--- src/rtl/count_seq_arbiter.sv ---
// Two-requester round-robin arbiter that grants a shared counter
// for one clear-count-done sequence per grant.
module count_seq_arbiter #(
  parameter int WIDTH = 4
) (
  input  logic             clk,
  input  logic             reset,
  input  logic [1:0]       req,
  input  logic             x,
  output logic [1:0]       gnt,
  output logic [WIDTH-1:0] ctr,
  output logic [1:0]       done,
  output logic             abort,
  output logic             busy
);

  typedef enum logic [1:0] {
    IDLE,
    CLEAR,
    COUNT,
    DONE
  } state_t;

  localparam logic [WIDTH-1:0] TC = '1;

  state_t state;
  state_t state_nx;

  logic owner;
  logic owner_nx;
  logic last_served;
  logic abort_q;

  logic ld_owner;
  logic clr_ctr;
  logic inc_ctr;
  logic set_abort;
  logic upd_last;

  // State register
  always_ff @(posedge clk or posedge reset) begin
    if (reset) begin
      state <= IDLE;
    end else begin
      state <= state_nx;
    end
  end

  // Next state and datapath controls
  always_comb begin
    state_nx  = state;
    ld_owner  = 1'b0;
    clr_ctr   = 1'b0;
    inc_ctr   = 1'b0;
    set_abort = 1'b0;
    upd_last  = 1'b0;
    unique case (state)
      IDLE: begin
        if (req != 2'b00) begin
          state_nx = CLEAR;
          ld_owner = 1'b1;
        end
      end
      CLEAR: begin
        clr_ctr  = 1'b1;
        state_nx = COUNT;
      end
      COUNT: begin
        if (!req[owner]) begin
          state_nx  = IDLE;
          set_abort = 1'b1;
        end else if (x) begin
          if (ctr == TC) begin
            state_nx = DONE;
            upd_last = 1'b1;
          end else begin
            inc_ctr = 1'b1;
          end
        end
      end
      DONE: begin
        state_nx = IDLE;
      end
      default: begin
        state_nx = IDLE;
      end
    endcase
  end

  // Round-robin pick: a tie goes to whoever was not served last
  always_comb begin
    owner_nx = owner;
    unique case (1'b1)
      (req == 2'b01): owner_nx = 1'b0;
      (req == 2'b10): owner_nx = 1'b1;
      (req == 2'b11): owner_nx = ~last_served;
      default:        owner_nx = owner;
    endcase
  end

  // Owner, history, counter and abort pulse registers
  always_ff @(posedge clk or posedge reset) begin
    if (reset) begin
      owner       <= 1'b0;
      last_served <= 1'b1;
      ctr         <= '0;
      abort_q     <= 1'b0;
    end else begin
      abort_q <= set_abort;
      if (ld_owner) begin
        owner <= owner_nx;
      end
      if (upd_last) begin
        last_served <= owner;
      end
      if (clr_ctr) begin
        ctr <= '0;
      end else if (inc_ctr) begin
        ctr <= ctr + 1'b1;
      end
    end
  end

  // Outputs decoded from registered state and owner only
  always_comb begin
    gnt  = 2'b00;
    done = 2'b00;
    if (state != IDLE) begin
      gnt[owner] = 1'b1;
    end
    if (state == DONE) begin
      done[owner] = 1'b1;
    end
  end

  assign busy  = (state != IDLE);
  assign abort = abort_q;

endmodule
--- config.mk ---
export PLATFORM = sky130hd
export DESIGN_NAME = count_seq_arbiter
export DESIGN_NICKNAME = d
export VERILOG_FILES = /design/src/rtl/count_seq_arbiter.sv
export SDC_FILE = /design/constraint.sdc
export NUM_CORES = 1
export LEC_CHECK = 0
export CORE_MARGIN = 5
export CORE_UTILIZATION = 35
export CTS_CLUSTER_SIZE = 25
export DETAILED_ROUTE_END_ITERATION = 10
export HOLD_SLACK_MARGIN = 0.03
export SETUP_SLACK_MARGIN = 0.4
export SYNTH_ARGS = -nofsm -noshare
export SYNTH_HDL_FRONTEND = slang
export SYNTH_SLANG_ARGS = --single-unit
--- constraint.sdc ---
create_clock -name clk -period 1.79 [get_ports clk]
set_input_delay 0.2685 -clock clk [delete_from_list [all_inputs] [get_ports clk]]
set_output_delay 0.2685 -clock clk [all_outputs]
set_load 0.03 [all_outputs]
==> results.yml, run 1 <==
status:
  status: "finished clean"
setup_path:
  endpoint_kind: "output pin"
  startpoint_type: "flop"
  crit_arrival_ps: 1130
  worst-setup-path-type: "reg2out"
  crit_required_ps: 1520
  crit_path_max_fanout: 4
global_route:
  antenna_found_initial: 0
  grt_max_degree: 12
  grt_pass1_wl_um: 2421
  overflow: 0
  grt_usage_pct: 12.52
  grt_pass1_vias: 522
layout:
  antenna_cells: 0
  regArea_um2: 231.5
  drive_above_1_share_pct: 41.25
  nNetsFinal: 87
  syn2layout_area_growth_pct: 51.59
  multi_input_area_um2: 336.6
  nFillCells: 133
  utilization_pct: 55.40
sta:
  setup_viol: 0
  tns_ps: 0
  slew_headroom_pct: 76.72
  fin_crit_ps: 1396
  fin_crit_sh_pct: 77.98
  worst_pin_slew_ps: 344.4
  skew_ps: 2.172
  max_clock_freq_mhz: 716.4
  grt_setup_unrepaired: "true"
  hold_violations: 0
  finalWorstSetupSlack_ps: 394.1
  finalMaxSlewViolations: 0
  finalHoldWorstSlack_ps: 277.9
floorplanning:
  coreArea_um2: 1506
  fp.dieH_um: 49.66
  num_rows: 14
  start_util_pct: 36.54
  dieArea_um2: 2466
  io_pins: 15
  fp.dieW_um: 49.66
synth:
  yosysTopAreaCell: "dfrtp_1"
  yosysWarnings: 0
  netlist_top_cells_count: "8 x dfrtp_1, 4 x and3_1"
  synth_top_flop_cell: "dfrtp_1"
  ys_seq_area_share_pct: 41.14
  synth_area_leaders: "dfrtp_1 36%, dfstp_2 4.8%, and3_1 4.5%"
  synth-seq-cells: 9
  synth_top_area_share_pct: 36.36
  synthArstFlopShare_pct: 100.0
  syn_avg_cell_area_um2: 10.01
  yosysMostFrequentCell: "dfrtp_1"
  synth_nets: 61
  synth_cell_types: 32
  netlist_instances: 55
  synth_edf_count: 0
  netlist_area_um2: 550.5
routing:
  wl_per_cell_um: 15.43
  drc_errors: 0
  postRouteWirelength_um: 1481
  drt_iter0_markers: 7
  viasPerCell: 5.667
  first_pass_iters: 4
  vias: 544
  ant_nets: 0
power:
  powerDensity_nw_per_um2: 1505
  switching_power_uw: 548.6
  power.share.sequential_pct: 26.2
  max-vdd-ir-drop_mv: 0.6326
  p_clk_share_pct: 12.2
  comb_power_share_pct: 61.6
  p_int_uw: 707.4
  p_leak_nw: 0.4225
  p_sw_share_pct: 43.68
clock_tree:
  clockBufferDepth: 2
  ctsHoldBuffers: 0
  cts_root_buffer: "clkbuf_4"
  cts.clk_slew.worst_paths_ps: 60
  h-tree-depth: 1
  cts_tree: "done"
  cts_made_buffers: 3
  clk_latency_ps: 260
  cts.sinks: 9
place:
  globalplace.congestion: 0.7256
  dpl.hpwl_um: 926.7
  place_ws_ps: 105.6
  io_buffers: 14
min_path:
  hold_path_class: "in2async"
job:
  cap_violations: 0
## critical path, stage by stage, from the launching register on
cell and delay (ps):
dfrtp_2 440, buf_4 150, nor2b_2 150, buf_6 130
## cells in the final DEF (no fill, tap or decap), types with 2 or more instances in the layout
cell type,synthesis,layout
a21oi_1,3,3
a31oi_1,2,2
a41oi_1,2,2
and3_1,4,4
buf_4,0,10
buf_6,1,4
clkbuf_4,0,3
clkdlybuf4s50_1,0,2
dfrtp_1,8,4
dfrtp_2,0,4
dlygate4sd2_1,0,2
dlymetal6s2s_1,0,2
inv_1,3,3
nand2_1,3,3
nand3_1,2,2
nor2_1,3,2
## routing by layer
metal,vias to the layer above,part of all wire [%],global-route usage [%]
li1,261,-,-
met1,272,43,15.24
met2,11,52,19.92
met3,0,5.7,6.024
met4,0,0,2.620
met5,-,0,0
## area by class of cell
type,count,share of cell area [%]
Sequential cell,9,27.74
Clock buffer,4,3.148
Inverter,3,1.349
Tap cell,16,2.399
Timing Repair Buffer,23,25.04
Multi-Input combinational cell,41,40.33
## what timing repair did
action	CTS	global route
resized for setup	31	24
endpoints found under the setup margin	12	12
buffers inserted	4	2
cloned	0	1
pin swaps	0	2
## sequential cells by signal, summed over array words and instances (netlist names)
register	count
abort	1
ctr	4
last_served	1
owner	1
state	2
## stage by stage
step	cells	area [um^2]	total power, mW
after floorplan	55	570.5	0.7380
after global placement	85	734.5	0.9812
after detailed placement	85	734.5	0.9823
after CTS	93	770.7	1.136
after global routing	96	834.6	1.348
final	96	834.6	1.256
## path summary, 6_finish.rpt
kind / startpoint / end / slack, ps / cells after the start
max in group asynchronous: reset / last_served / 1210 / 2
min in group clk: req[1] / owner / 370 / 3
max reg2reg: owner / ctr[0] / 420 / 3
max: owner / gnt[1] / 390 / 3
min: reset / state[0] / 280 / 2
min reg2reg: ctr[0] / ctr[0] / 590 / 1
## power by group through the flow
stage	logic, mW	registers [mW]	clock network [mW]
floorplan	0.375	0.363	0
global placement	0.647	0.334	0
detailed placement	0.646	0.336	0
CTS	0.651	0.325	0.160
global route	0.837	0.338	0.172
finish	0.774	0.329	0.153
## cell families (layout without fill, tap and decap cells)
group,Yosys count,after routing,share of synthesized area (%)
AND/OR/NAND/NOR,21,21,23.41
multiplexers,2,3,4.772
flip-flops,9,9,41.14
AO/OA/AOI/OAI,16,16,22.95
buffers and inverters,6,30,5.453
adder cells (fa/ha/maj),1,1,2.272
Note: power is estimated with default switching activity, not from simulation.
==> run 2: changes to the inputs <==
==> constraint.sdc (replaced) <==
create_clock -name clk -period 1.2 [get_ports clk]
set_input_delay 0.18 -clock clk [delete_from_list [all_inputs] [get_ports clk]]
set_output_delay 0.18 -clock clk [all_outputs]
set_load 0.03 [all_outputs]
==> run 2 against run 1 <==
  * The run now ends with negative setup slack left
  * Routed wire length increased by 9.6%
  * Clock-buffer cell count did not move
  * Sequential power increased by 41%
  * Largest cell class unchanged
==> results.yml, run 2 (synthesis gave the netlist of run 1 again) <==
global_route:
  grt_max_degree: 10
  grt_pass1_vias: 572
  antenna_found_initial: 0
  overflow: 0
  grt_pass1_wl_um: 2553
  grt_usage_pct: 13.19
routing:
  drt_iter0_markers: 12
  first_pass_iters: 4
  vias: 600
  viasPerCell: 5.505
  wl_per_cell_um: 14.89
  drc_errors: 0
  ant_nets: 0
  postRouteWirelength_um: 1623
sta:
  finalWorstSetupSlack_ps: -149.1
  grt_setup_unrepaired: "true"
  finalMaxSlewViolations: 0
  max_clock_freq_mhz: 741.2
  setup_viol: 10
  worst_pin_slew_ps: 347.2
  fin_crit_ps: 1349
  slew_headroom_pct: 76.83
  skew_ps: 7.716
  fin_crit_sh_pct: 112.4
  hold_violations: 0
clock_tree:
  cts_made_buffers: 3
  cts.clk_slew.worst_paths_ps: 60
  clk_latency_ps: 260
  cts.sinks: 9
  cts_root_buffer: "clkbuf_4"
  clockBufferDepth: 2
  cts_tree: "done"
  h-tree-depth: 1
power:
  comb_power_share_pct: 69.2
  p_clk_share_pct: 10.3
  max-vdd-ir-drop_mv: 1.264
  switching_power_uw: 946.3
  finalPower_mw: 2.267
  power.share.sequential_pct: 20.5
  p_int_mw: 1.320
  powerDensity_nw_per_um2: 2188
  p_sw_share_pct: 41.75
  p_leak_nw: 0.4795
setup_path:
  r2r_cells: 3
  crit_required_ps: 1350
  cp_top_family: "compound AO/OA/AOI/OAI gates"
  critPathCapture: "ctr[0]"
  critPathSlowestCell: "dfrtp_1"
  crit_arrival_ps: 1500
  startpoint_type: "flop"
  endpoint_kind: "flop"
  timing.rr.end: "ctr[0]"
  cp-startpoint: "owner"
  worst-setup-path-type: "reg2reg"
  cp_cell_sequence: "mux2_4 > a32o_1 > a22o_1"
  worst_path_largest_cell_delay_ps: 420
  worstReg2RegStart: "owner"
  crit_path_max_fanout: 5
  r2r_slack_ps: -150
  crit_buf_inv: 0
  worstSetupPathDepth: 3
layout:
  top_register: "ctr"
  nNetsFinal: 100
  reg_top3: "ctr: 4 flops, state: 2 flops"
  utilization_pct: 68.77
  layout_common_cells: "17 x buf_6, 15 x buf_4, 4 x dfrtp_1, 4 x dfrtp_2, 4 x clkdlybuf4s50_1"
  syn2layout_area_growth_pct: 88.18
  antenna_cells: 0
  drive_above_1_share_pct: 63.44
  largest_reg_flops: 4
  mostFrequentLayoutCell: "buf_6"
status:
  violations: "negative setup slack"
  status: "complete, but fails checks"
floorplanning:
  coreArea_um2: 1506
  fp.dieH_um: 49.66
  fp.dieW_um: 49.66
  num_rows: 14
  io_pins: 15
  dieArea_um2: 2466
  start_util_pct: 36.54
place:
  place_ws_ps: -344.4
  dpl.hpwl_um: 1053
  globalplace.congestion: 0.8266
  io_buffers: 14
min_path:
  hold_path_class: "in2async"
job:
  cap_violations: 0
[run 2: cell count changes in the layout (fill, tap and decap cells not counted), sizes merged]
cell           before  now
buf                14   32
clkbuf              5    4
clkdlybuf4s15       2    0
clkdlybuf4s50       2    4
dlygate4sd2         2    0
dlymetal6s2s        2    0
[run 2: how the worst min path moves through the flow]
stage / depth (start not counted) / slack [ps] / to / start
6_report: 2 / 190 / abort / reset
5_1_grt: 2 / 210 / abort / reset
4_1_cts: 2 / 210 / abort / reset
3_5_place_dp: 2 / 490 / abort / reset
3_3_place_gp: 2 / 470 / abort / reset
2_1_floorplan: 1 / 7 / abort / reset
[run 2: final cells by class]
type,instances,area (um^2)
clock buffers,4,26.28
multi-input cells,41,400.4
fillers,106,470.5
flip-flops and latches,9,231.5
repair buffers,36,344.1
inverters,3,13.76
well taps,16,20.02
[run 2: worst register-to-register path, stage by stage (launching register included)]
cell and delay [ps]:
dfrtp_1 420, mux2_4 350, a32o_1 260, a22o_1 210
[run 2: metrics by stage]
stage,TNS [ps],instances,area [um^2],hold WS (ps)
finish,-910.5,109,1036,188.8
CTS,-975.2,107,967.2,207.1
detailed placement,-1671,96,810.8,486.8
global placement,-1440,96,810.8,472.7
floorplan,-523.2,55,594.3,7.067
global route,-1605,109,1036,213.3
[run 2: power groups by stage]
stage | logic [mW] | registers (mW) | clock network, mW
finish | 1.57 | 0.465 | 0.233
global route | 1.67 | 0.478 | 0.265
CTS | 1.44 | 0.457 | 0.243
detailed placement | 1.15 | 0.461 | 0
global placement | 1.15 | 0.460 | 0
floorplan | 0.638 | 0.541 | 0
[run 2: routing by layer]
metal / up-vias / global-route usage (%) / wire [um] / part of all wire, %
met4: 0 / 2.620 / 14 / 0.86
met1: 282 / 16.67 / 780 / 48
met5: - / 0 / 0 / 0
li1: 291 / - / - / -
met2: 23 / 21.61 / 742 / 46
met3: 4 / 4.518 / 86 / 5.3
[run 2: timing repair]
| item | 4_1_cts | 5_1_grt |
|---|---|---|
| buffers inserted | 6 | 2 |
| endpoints found under the hold margin | 0 | 0 |
| gates resized for setup | 26 | 10 |
| setup endpoints to repair | 19 | 19 |
| hold buffers | 0 | 0 |
| pin swaps | 6 | 4 |
| cloned | 1 | 0 |
